$ cat src/rtl/nor32_pkg.sv
// Shared constants and types for the registered NOR unit.
package nor32_pkg;

  localparam int NOR32_WIDTH = 32;

  typedef logic [NOR32_WIDTH-1:0] nor32_word_t;

endpackage

$ cat src/rtl/nor32_if.sv
// Operand/result bundle for the NOR unit.
// Optional feature macro: NOR32_ZERO_FLAG_EN adds the registered zero flag.
// Handshake: in_valid qualifies A/B for one cycle; out_valid marks a fresh R
// exactly one cycle later. There is no ready; every valid pair is accepted.
interface nor32_if
  import nor32_pkg::*;
#(
  parameter int WIDTH = NOR32_WIDTH
);

  logic             in_valid;
  logic [WIDTH-1:0] A;
  logic [WIDTH-1:0] B;
  logic             out_valid;
  logic [WIDTH-1:0] R;
`ifdef NOR32_ZERO_FLAG_EN
  logic             zero;
`endif

`ifdef NOR32_ZERO_FLAG_EN
  modport master (output in_valid, output A, output B,
                  input out_valid, input R, input zero);
  modport slave  (input in_valid, input A, input B,
                  output out_valid, output R, output zero);
`else
  modport master (output in_valid, output A, output B,
                  input out_valid, input R);
  modport slave  (input in_valid, input A, input B,
                  output out_valid, output R);
`endif

endinterface

$ cat src/rtl/nor32_core.sv
// Combinational bitwise NOR: each result bit depends only on the same bit of A and B.
module nor32_core #(
  parameter int WIDTH = 32
) (
  input  logic [WIDTH-1:0] A,
  input  logic [WIDTH-1:0] B,
  output logic [WIDTH-1:0] Y
);

  assign Y = ~(A | B);

endmodule

$ cat src/rtl/nor32_reg.sv
// Registered NOR unit for the ALU datapath: R = ~(A | B) with one cycle of latency.
// Optional feature macro: NOR32_ZERO_FLAG_EN adds a registered (R == 0) flag.
module nor32_reg
  import nor32_pkg::*;
#(
  parameter int WIDTH = NOR32_WIDTH
) (
  input logic    clk,
  input logic    reset,
  nor32_if.slave bus
);

  logic [WIDTH-1:0] nor_y;
  logic [WIDTH-1:0] r_q;
  logic             valid_q;

  nor32_core #(.WIDTH(WIDTH)) u_core (
    .A (bus.A),
    .B (bus.B),
    .Y (nor_y)
  );

  // Result register: loads only on valid operands, so junk on idle cycles never reaches R.
  always_ff @(posedge clk) begin
    if (reset) begin
      r_q     <= '0;
      valid_q <= 1'b0;
    end else begin
      valid_q <= bus.in_valid;
      if (bus.in_valid) begin
        r_q <= nor_y;
      end
    end
  end

  assign bus.R         = r_q;
  assign bus.out_valid = valid_q;

`ifdef NOR32_ZERO_FLAG_EN
  logic zero_q;

  // Zero flag follows the same load/hold rule as R; a reset R of 0 means zero=1.
  always_ff @(posedge clk) begin
    if (reset) begin
      zero_q <= 1'b1;
    end else if (bus.in_valid) begin
      zero_q <= (nor_y == '0);
    end
  end

  assign bus.zero = zero_q;
`endif

endmodule

$ cat src/flat_wrapper.sv
// flat-port wrapper written by rule: the top's interface ports become plain ports
module nor32_reg_flat import nor32_pkg::*;
#(
  parameter int WIDTH = NOR32_WIDTH
)
  (clk, reset, bus_in_valid, bus_A, bus_B, bus_out_valid, bus_R);
  nor32_if #(.WIDTH(WIDTH)) bus_i ();
  input logic clk;
  input logic reset;
  input wire logic [$bits(bus_i.in_valid)-1:0] bus_in_valid;
  input wire logic [$bits(bus_i.A)-1:0] bus_A;
  input wire logic [$bits(bus_i.B)-1:0] bus_B;
  output wire logic [$bits(bus_i.out_valid)-1:0] bus_out_valid;
  output wire logic [$bits(bus_i.R)-1:0] bus_R;
  assign bus_i.in_valid = bus_in_valid;
  assign bus_i.A = bus_A;
  assign bus_i.B = bus_B;
  assign bus_out_valid = bus_i.out_valid;
  assign bus_R = bus_i.R;
  nor32_reg #(.WIDTH(WIDTH)) u_core (.clk(clk), .reset(reset), .bus(bus_i));
endmodule
$ cat config.mk
export PLATFORM = sky130hd
export DESIGN_NAME = nor32_reg_flat
export DESIGN_NICKNAME = d
export VERILOG_FILES = /design/src/rtl/nor32_pkg.sv /design/src/rtl/nor32_if.sv /design/src/rtl/nor32_core.sv /design/src/rtl/nor32_reg.sv /design/src/flat_wrapper.sv
export SDC_FILE = /design/constraint.sdc
export NUM_CORES = 1
export LEC_CHECK = 0
export BUFFER_PORTS_ARGS = -buffer_cell sky130_fd_sc_hd__clkbuf_2
export CAP_MARGIN = 20
export CORE_MARGIN = 2
export CORE_UTILIZATION = 39
export CTS_CLUSTER_DIAMETER = 30
export DETAILED_ROUTE_END_ITERATION = 8
export PLACE_DENSITY = 0.83
export SYNTH_ARGS = -nofsm -noshare
export SYNTH_HDL_FRONTEND = slang
export SYNTH_SLANG_ARGS = --single-unit
$ cat constraint.sdc
create_clock -name clk -period 0.89 [get_ports clk]
set_input_delay 0.089 -clock clk [delete_from_list [all_inputs] [get_ports clk]]
set_output_delay 0.089 -clock clk [all_outputs]
set_load 0.005 [all_outputs]
# Word-level counts from Yosys, hierarchy flattened
# Cells that the tools add are included.
classes:
  bitwise_logic: 2
op_table:
  columns: ["operator", "n"]
  rows:
  - ["$not A32 Y32", 1]
  - ["$or A32 B32 Y32", 1]
totals:
  inputBits: 67
  output_inout_bits: 33
  reg_bits: 33
  elab_cells: 4

# Logic depth before layout (Yosys ltp)
# Gate-level depths: netlist of run 1.
depth:
  depth_word: 2
  depth_mapped: 3
  depth_no_buf: 2

# Hierarchy
# From an unflattened synthesis of run 1, not the netlist that was laid out.
hier_totals:
  hier_cells: 138
  hier_area_um2: 1322.5
by_module_without_submodules:
  columns: ["mod", "area_per_inst_um2", "cells_per_inst", "seq_area_each_um2", "instances"]
  rows:
  - ["nor32_reg", 1202.4, 106, 660.6, 1]
  - ["nor32_core", 120.1, 32, 0.0, 1]

# Worst setup path after synthesis of run 1
# OpenSTA, ideal clock, no wires.
synth_path:
  path_kind: "input port to flip-flop"
  from: "input port reset"
  to: "register u_core.r_q[28] (netlist: u_core.bus.R[28])"
  t_required_ns: 0.754
  slack_ns: 0.127
  setup_ns: 0.136
  path_buffers: 2
  cell_stages: 3
  t_arrival_ns: 0.627
  cell_sequence: "clkbuf_1 -> clkbuf_1 -> o32ai_1"
synth_rtl:
  columns: ["element", "line", "text"]
  rows:
  - ["from (decl)", "flat_wrapper.sv:9", "input logic reset;"]
  - ["to (signal assigned)", "nor32_reg.sv:31", "r_q <= nor_y;"]
  - ["to (decl)", "nor32_reg.sv:14", "logic [WIDTH-1:0] r_q;"]
# No word-level cell between the ends.

# Worst setup path in the final report of run 1
layout_path:
  from: "register u_core.r_q[29] (netlist: u_core.bus.R[29])"
  to: "output port bus_R[29]"
layout_rtl:
  columns: ["element", "line", "text"]
  rows:
  - ["to (decl)", "flat_wrapper.sv:14", "output wire logic [$bits(bus_i.R)-1:0] bus_R;"]
# No word-level cell between the ends.

==> results of run 1 <==
==> tightest hold or removal path, stage by stage <==
cell      delay (ps)
clkbuf_2          70
or3b_1            90
a21oi_1           50
==> repair_timing <==
item                                    4_1_cts  5_1_grt
resized for setup                             9       29
endpoints found under the setup margin        9       32
hold endpoints to repair                      4        4
setup buffers                                 0       17
==> final cells by class <==
| type | count | area share (%) |
|---|---|---|
| clock buffers | 7 | 2.49 |
| inverters | 1 | 0.170 |
| multi-input cells | 94 | 28.5 |
| flip-flops and latches | 33 | 31.7 |
| well taps | 46 | 2.60 |
| repair buffers | 127 | 34.5 |
==> kinds of logic after synthesis <==
kind of cell	Yosys count
compound gates	32
flops	33
buf+inv	11
simple gates	62
==> sequential cells by signal (all words and copies together) (netlist names) <==
signal and count:
u_core.bus.R 32, u_core.bus.out_valid 1
==> power breakdown <==
part           total, mW  internal (mW)  switching, mW
sequential          1.57           1.54         0.0311
combinational      0.465          0.299          0.167
clock              0.815          0.372          0.443
==> layer usage <==
| metal | wire (um) | part of all wire (%) | track usage, % | vias up |
|---|---|---|---|---|
| li1 | - | - | - | 719 |
| met5 | 0 | 0 | 0 | - |
| met4 | 52 | 1.4 | 9.17 | 0 |
| met1 | 1510 | 41 | 19.4 | 595 |
| met3 | 354 | 9.5 | 6.31 | 6 |
| met2 | 1790 | 48 | 29.7 | 73 |
==> metrics by stage <==
step	setup WS [ps]	cells	setup TNS [ps]	utilization (%)
after floorplan	127	138	0	-
after global placement	-92.0	278	-1930	57.4
after detailed placement	-127	278	-2770	57.4
after CTS	0.151	291	0	61.2
after global routing	-27.1	308	-313	66.9
final	20.9	308	0	66.9
==> cells in the final DEF, fill, tap and decap left out <==
cell type and count:
inv_1 1, dfxtp_2 32, clkbuf_2 94, buf_12 1, clkbuf_1 1, clkbuf_4 5
or3b_2 2, buf_6 5, dlygate4sd3_1 6, or3b_1 27, nand2b_1 33, a21oi_1 29
clkbuf_8 1, buf_4 21, dfxtp_1 1, o32ai_1 3
==> worst min-delay path by stage <==
stage,slack [ps],start,to
after CTS,-2,bus_B[4],u_core.bus.R[4]
final,10,bus_A[20],u_core.bus.R[20]
after global routing,-4,bus_A[20],u_core.bus.R[20]
after global placement,290,bus_A[28],u_core.bus.R[28]
after floorplan,210,bus_A[28],u_core.bus.R[28]
after detailed placement,300,bus_B[29],u_core.bus.R[29]
==> metrics.csv, run 1 <==
metric;value;unit
final_area;2210;um^2
synth_top_area_cell;dfxtp_1;
layout-drive-gt1-share;61.5;%
grt_pass1_wl;5390;um
synth_fp_nets;205;
ys.flop_type;dfxtp_1;
n_antenna_cell;0;
finalPower;2.86;mW
std_cell_rows;21;
cp.depth;1;
r2r_slack;170;ps
multi_input_area;632;um^2
synthSimpleGateAreaFrac;34.4;%
grtUsageTotal;17.6;%
postSynthAreaPerCell;9.69;um^2
ys_seq_elements;33;
route.vias.total;1393;
cts_sinks;33;
synth_adder_area_share;0;%
antenna_found_initial;0;
die_y;62.6;um
worstReg2RegEnd;u_core.bus.R[27];
cts_max_level;2;
arrival;780;ps
cts.clk_slew.worst_paths;90;ps
hold_viol_final;0;
synth-seq-area-share;49.4;%
path_max_fanout;2;
synthMuxAreaShare;0;%
nets;329;
crit_path_end;bus_R[29];
startpoint;u_core.bus.R[29];
crit_slowest_cell;dfxtp_2;
fmax;1150;MHz
hold_depth;3;
synth-xor-area-share;0;%
cts_tree;yes;
cp_cell_sequence;clkbuf_2;
synth_edf_count;0;
ys_warn_count;0;
crit_path_end_kind;primary output;
first_global_vias;1283;
cts_buffers;5;
setup_viol;0;
place_area;1900;um^2
synthArstFlopShare;0;%
maxCapViolCount;0;
die_w;62.6;um
synth.area.top_cells;dfxtp_1, or3b_1, nand2b_1;
ctsLongestPathBuffers;2;
synth_commonest_cells;dfxtp_1, nand2b_1, a21oi_1;
fin_worst_skew;0;ps
r2r-start;u_core.bus.R[27];
dieArea;3910;um^2
reg2regPathDepth;3;
maxSlewViolCount;0;
cts-root-buf;clkbuf_4;
overflow;0;
first_iter_violations;62;
required;800;ps
drc;0;
status;complete, no violations;
period_share;97.7;%
fillerInstances;273;
ir_drop;735;uV
synth_cell_types;10;
p_leak;1.06;nW
cts_hold_buf;6;
synth_top_area_share;49.4;%
portBuffers;99;
hold_path_class;input pin to flip-flop;
synth_top_family_by_area;simple AND/OR/NAND/NOR gates;
worstMarginPinSlew;256;ps
routed_wl;3710;um
area_growth_syn_to_layout;65.5;%
drtPass1Iterations;4;
place_congestion;0.665;
whs;10.1;ps
via_per_inst;4.52;
netlist_area;1340;um^2
grt_max_degree;45;
synth-compound-area-share;12.8;%
critical-path-max-stage-delay;350;ps
clkLatencyLatePin;320;ps
wire_per_inst;12.0;um
finalCriticalPeriod;869;ps
cp-start-kind;flip-flop;
rsz0062_at_grt;true;
slew_headroom;82.9;%
path_class;flip-flop to primary output;
crit_family;flip-flops;
powerDensity;1290;nW/um^2
seq_area;701;um^2
initial_utilization;40.4;%
boundaryPins;100;
dp_hpwl;2410;um
critPathBufInv;1;
coreArea;3310;um^2
drtAntennaViolNets;0;
synth_cells;138;
Power figures use the tool's default switching activity.
==> run 2, diff against run 1 <==
--- a/config.mk
+++ b/config.mk
@@ -11,7 +11,7 @@
 export CORE_UTILIZATION = 39
 export CTS_CLUSTER_DIAMETER = 30
 export DETAILED_ROUTE_END_ITERATION = 8
-export PLACE_DENSITY = 0.83
+export PLACE_DENSITY = 0.78
 export SYNTH_ARGS = -nofsm -noshare
 export SYNTH_HDL_FRONTEND = slang
 export SYNTH_SLANG_ARGS = --single-unit
==> run 2 against run 1 <==
Maximum frequency is 1.1% lower. Largest power group unchanged. Highest routed layer unchanged. Critical path depth unchanged. Sequential cell count is the same.
==> metrics.csv, run 2 (synthesis results as in run 1) <==
metric;value;unit
status;complete, no violations;
stdcell_count;306;
maxSlewViolCount;0;
worstReg2RegEnd;u_core.bus.R[29];
dieArea;3910;um^2
final_area;2210;um^2
boundaryPins;100;
die_y;62.6;um
layout-drive-gt1-share;61.5;%
nets;327;
antenna_found_initial;0;
arrival;790;ps
hold_path_class;input pin to flip-flop;
dp_hpwl;2520;um
area_growth_syn_to_layout;65.4;%
route.vias.total;1366;
rsz0062_at_grt;true;
fmax;1140;MHz
clkLatencyLatePin;320;ps
p_int;2.21;mW
crit_slowest_cell;dfxtp_2;
wire_per_inst;11.5;um
first_global_vias;1254;
place_congestion;0.666;
drtAntennaViolNets;0;
p_sw;0.651;mW
seq_power_share;55.0;%
p_sw_share;22.7;%
cts_tree;yes;
finalCriticalPeriod;879;ps
critPathBufInv;1;
n_antenna_cell;0;
fin_worst_skew;0;ps
first_iter_violations;32;
multi_input_area;632;um^2
cp-start-kind;flip-flop;
period_share;98.7;%
ir_drop;732;uV
cts_hold_buf;6;
hold_depth;3;
drc;0;
fillerInstances;288;
p_clk_share;29.0;%
crit_path_end_kind;primary output;
via_per_inst;4.46;
hold_viol_final;0;
maxCapViolCount;0;
finalSetupTns;0;ps
placed_cells;278;
most-common-layout-cells;clkbuf_2, nand2b_1, dfxtp_2;
startpoint;u_core.bus.R[9];
coreArea;3310;um^2
whs;3.25;ps
drtPass1Iterations;4;
cp_cell_sequence;clkbuf_2;
cts-root-buf;clkbuf_4;
crit_family;flip-flops;
cts_sinks;33;
r2r-start;u_core.bus.R[29];
required;800;ps
setup_viol;0;
cts_buffers;5;
cts.clk_slew.worst_paths;90;ps
powerDensity;1300;nW/um^2
reg2regPathDepth;3;
path_class;flip-flop to primary output;
p_leak;1.05;nW
min_to;u_core.bus.R[12];
r2r_slack;200;ps
slew_headroom;85.9;%
grt_pass1_wl;5290;um
portBuffers;99;
die_w;62.6;um
final_common_cell;clkbuf_2;
overflow;0;
critical-path-max-stage-delay;350;ps
seq_area;702;um^2
std_cell_rows;21;
grtUsageTotal;17.2;%
hp-start;bus_A[12];
path_max_fanout;2;
largest_reg_flops;32;
worstMarginPinSlew;211;ps
place_area;1900;um^2
routed_wl;3520;um
cts_max_level;2;
combPwrFrac;16.0;%
ctsLongestPathBuffers;2;
initial_utilization;40.4;%
grt_max_degree;39;
-- run 2: worst max-delay path by stage --
stage	endpoint	slack, ps	cells after the start
floorplan	u_core.bus.R[28]	130	3
global placement	u_core.bus.R[26]	-90	4
detailed placement	u_core.bus.R[14]	-130	4
CTS	bus_R[14]	-4	1
global route	bus_R[9]	-40	1
finish	bus_R[9]	10	1
-- run 2: per-stage QoR --
stage               worst slack [ps]  utilization, %  power (mW)
global route                   -38.7            66.8        3.05
CTS                            -4.08            61.8        2.86
global placement               -86.2            57.4        1.98
detailed placement              -131            57.4        1.99
finish                          11.3            66.8        2.87
floorplan                        127               -        1.75
-- run 2: power groups by stage --
| stage | clock network (mW) | registers [mW] | logic [mW] |
|---|---|---|---|
| 6_report | 0.832 | 1.57 | 0.459 |
| 5_1_grt | 0.956 | 1.58 | 0.507 |
| 4_1_cts | 0.878 | 1.57 | 0.414 |
| 3_5_place_dp | 0 | 1.60 | 0.390 |
| 3_3_place_gp | 0 | 1.59 | 0.387 |
| 2_1_floorplan | 0 | 1.60 | 0.152 |
-- run 2: cell type report --
| class | count | area share [%] |
|---|---|---|
| Clock buffer | 7 | 2.49 |
| Inverter | 1 | 0.170 |
| Multi-Input combinational cell | 94 | 28.6 |
| Sequential cell | 33 | 31.7 |
| Tap cell | 46 | 2.60 |
| Timing Repair Buffer | 125 | 34.4 |
-- run 2: repair_timing --
| item | 4_1_cts | 5_1_grt |
|---|---|---|
| gates cloned | 0 | 0 |
| endpoints found under the setup margin | 24 | 33 |
| setup buffers | 0 | 15 |
| hold endpoints to repair | 13 | 9 |
| resized for setup | 24 | 20 |
-- run 2: per-layer routing --
| metal | GRT usage [%] | wire [um] | vias up | share of wire (%) |
|---|---|---|---|---|
| met5 | 0 | 0 | - | 0 |
| met4 | 6.67 | 56 | 0 | 1.6 |
| met3 | 7.03 | 330 | 6 | 9.4 |
| met2 | 29.3 | 1670 | 66 | 48 |
| met1 | 19.1 | 1460 | 573 | 41 |
| li1 | - | - | 721 | - |
==> run 3, diff against run 2 <==
--- a/config.mk
+++ b/config.mk
@@ -11,6 +11,7 @@
 export CORE_UTILIZATION = 39
 export CTS_CLUSTER_DIAMETER = 30
 export DETAILED_ROUTE_END_ITERATION = 8
+export MAX_ROUTING_LAYER = met4
 export PLACE_DENSITY = 0.78
 export SYNTH_ARGS = -nofsm -noshare
 export SYNTH_HDL_FRONTEND = slang
==> run 3 against run 2 <==
The flow now finishes with violations (negative hold slack). Core utilization did not move. Sequential power barely moved. Clock skew did not move. Critical endpoint is now bus_R[19]. Setup slack improved by 1.0 ps. Global-route usage rose by 0.53 points. Worst hold slack got worse by 5.4 ps. Critical path type unchanged.
==> metrics.csv, run 3 (synthesis results as in run 1) <==
metric;value;unit
first_iter_violations;45;
required;800;ps
cp-start-kind;flip-flop;
arrival;790;ps
hold_path_class;input pin to flip-flop;
worstReg2RegEnd;u_core.bus.R[29];
period_share;98.6;%
hold_viol_final;2;
slew_headroom;85.9;%
cts_max_level;2;
cts_buffers;5;
met1Wirelength;1490;um
crit_family;flip-flops;
crit_path_end_kind;primary output;
grtUsageTotal;17.7;%
first_global_vias;1249;
powerDensity;1300;nW/um^2
via_per_inst;4.50;
cts_sinks;33;
fillerInstances;288;
seq_area;702;um^2
std_cell_rows;21;
grt_pass1_wl;5300;um
clkLatencyLatePin;330;ps
ir_drop;736;uV
dieArea;3910;um^2
overflow;0;
grt_max_degree;39;
final_area;2210;um^2
p_leak;1.05;nW
cts_tree;yes;
reg2regPathDepth;3;
cp_cell_sequence;clkbuf_2;
drtPass1Iterations;4;
crit_slowest_cell;dfxtp_2;
rsz0062_at_grt;true;
status;complete, but fails checks;
area_growth_syn_to_layout;65.4;%
setup_viol;0;
violations;negative hold slack;
boundaryPins;100;
maxCapViolCount;0;
place_area;1900;um^2
ctsLongestPathBuffers;2;
route.vias.total;1378;
finalPower;2.87;mW
hold_depth;3;
largest_reg_flops;32;
die_w;62.6;um
min_to;u_core.bus.R[12];
routed_wl;3530;um
place_congestion;0.672;
r2r-start;u_core.bus.R[29];
whs;-2.12;ps
fmax;1140;MHz
dr_wl_met2;1690;um
worstMarginPinSlew;211;ps
dp_hpwl;2520;um
multi_input_area;632;um^2
path_max_fanout;2;
nets;327;
finalCriticalPeriod;878;ps
drc;0;
layout-drive-gt1-share;61.5;%
n_antenna_cell;0;
fin_worst_skew;0;ps
most-common-layout-cells;clkbuf_2, nand2b_1, dfxtp_2;
cts.clk_slew.worst_paths;90;ps
drtAntennaViolNets;0;
critPathBufInv;1;
critical-path-max-stage-delay;350;ps
path_class;flip-flop to primary output;
antenna_found_initial;0;
maxSlewViolCount;0;
wl_met3;297;um
cts-root-buf;clkbuf_4;
portBuffers;99;
cts_hold_buf;6;
maxUsedRoutingLayer;met4;
final_common_cell;clkbuf_2;
die_y;62.6;um
r2r_slack;200;ps
coreArea;3310;um^2
wire_per_inst;11.5;um
hp-start;bus_A[12];
initial_utilization;40.4;%
-- run 3: through the flow --
stage | worst slack (ps) | utilization, % | setup TNS (ps) | instances | hold WS, ps
finish | 12.3 | 66.8 | 0 | 306 | -2.12
global route | -38.7 | 66.8 | -533 | 306 | -19.8
CTS | -4.08 | 61.8 | -8.46 | 291 | -18.1
detailed placement | -131 | 57.4 | -2550 | 278 | 297
global placement | -86.2 | 57.4 | -1840 | 278 | 297
floorplan | 127 | - | 0 | 138 | 205
-- run 3: power by group --
group / internal [mW] / switching (mW)
combinational: 0.298 / 0.161
clock: 0.372 / 0.468
sequential: 1.54 / 0.0311
-- run 3: cell type report --
class                   instances  share of cell area [%]
well taps                      46                    2.60
repair buffers                125                    34.4
inverters                       1                   0.170
clock buffers                   7                    2.49
flip-flops and latches         33                    31.7
multi-input cells              94                    28.6
-- run 3: layer usage --
metal,vias to the layer above,track usage [%]
li1,722,-
met1,585,20.0
met2,66,29.2
met3,5,5.95
met4,0,6.67
met5,-,-
-- run 3: how the worst max path moves through the flow --
stage	startpoint	slack, ps	to	depth (start not counted)
after floorplan	reset	130	u_core.bus.R[28]	3
after global placement	bus_in_valid	-90	u_core.bus.R[26]	4
after detailed placement	bus_in_valid	-130	u_core.bus.R[14]	4
after CTS	u_core.bus.R[14]	-4	bus_R[14]	1
after global routing	u_core.bus.R[9]	-40	bus_R[9]	1
final	u_core.bus.R[19]	10	bus_R[19]	1
-- run 3: what timing repair did --
action	4_1_cts	5_1_grt
setup buffers	0	15
hold endpoints to repair	13	9
resized for setup	24	17
endpoints found under the setup margin	24	33
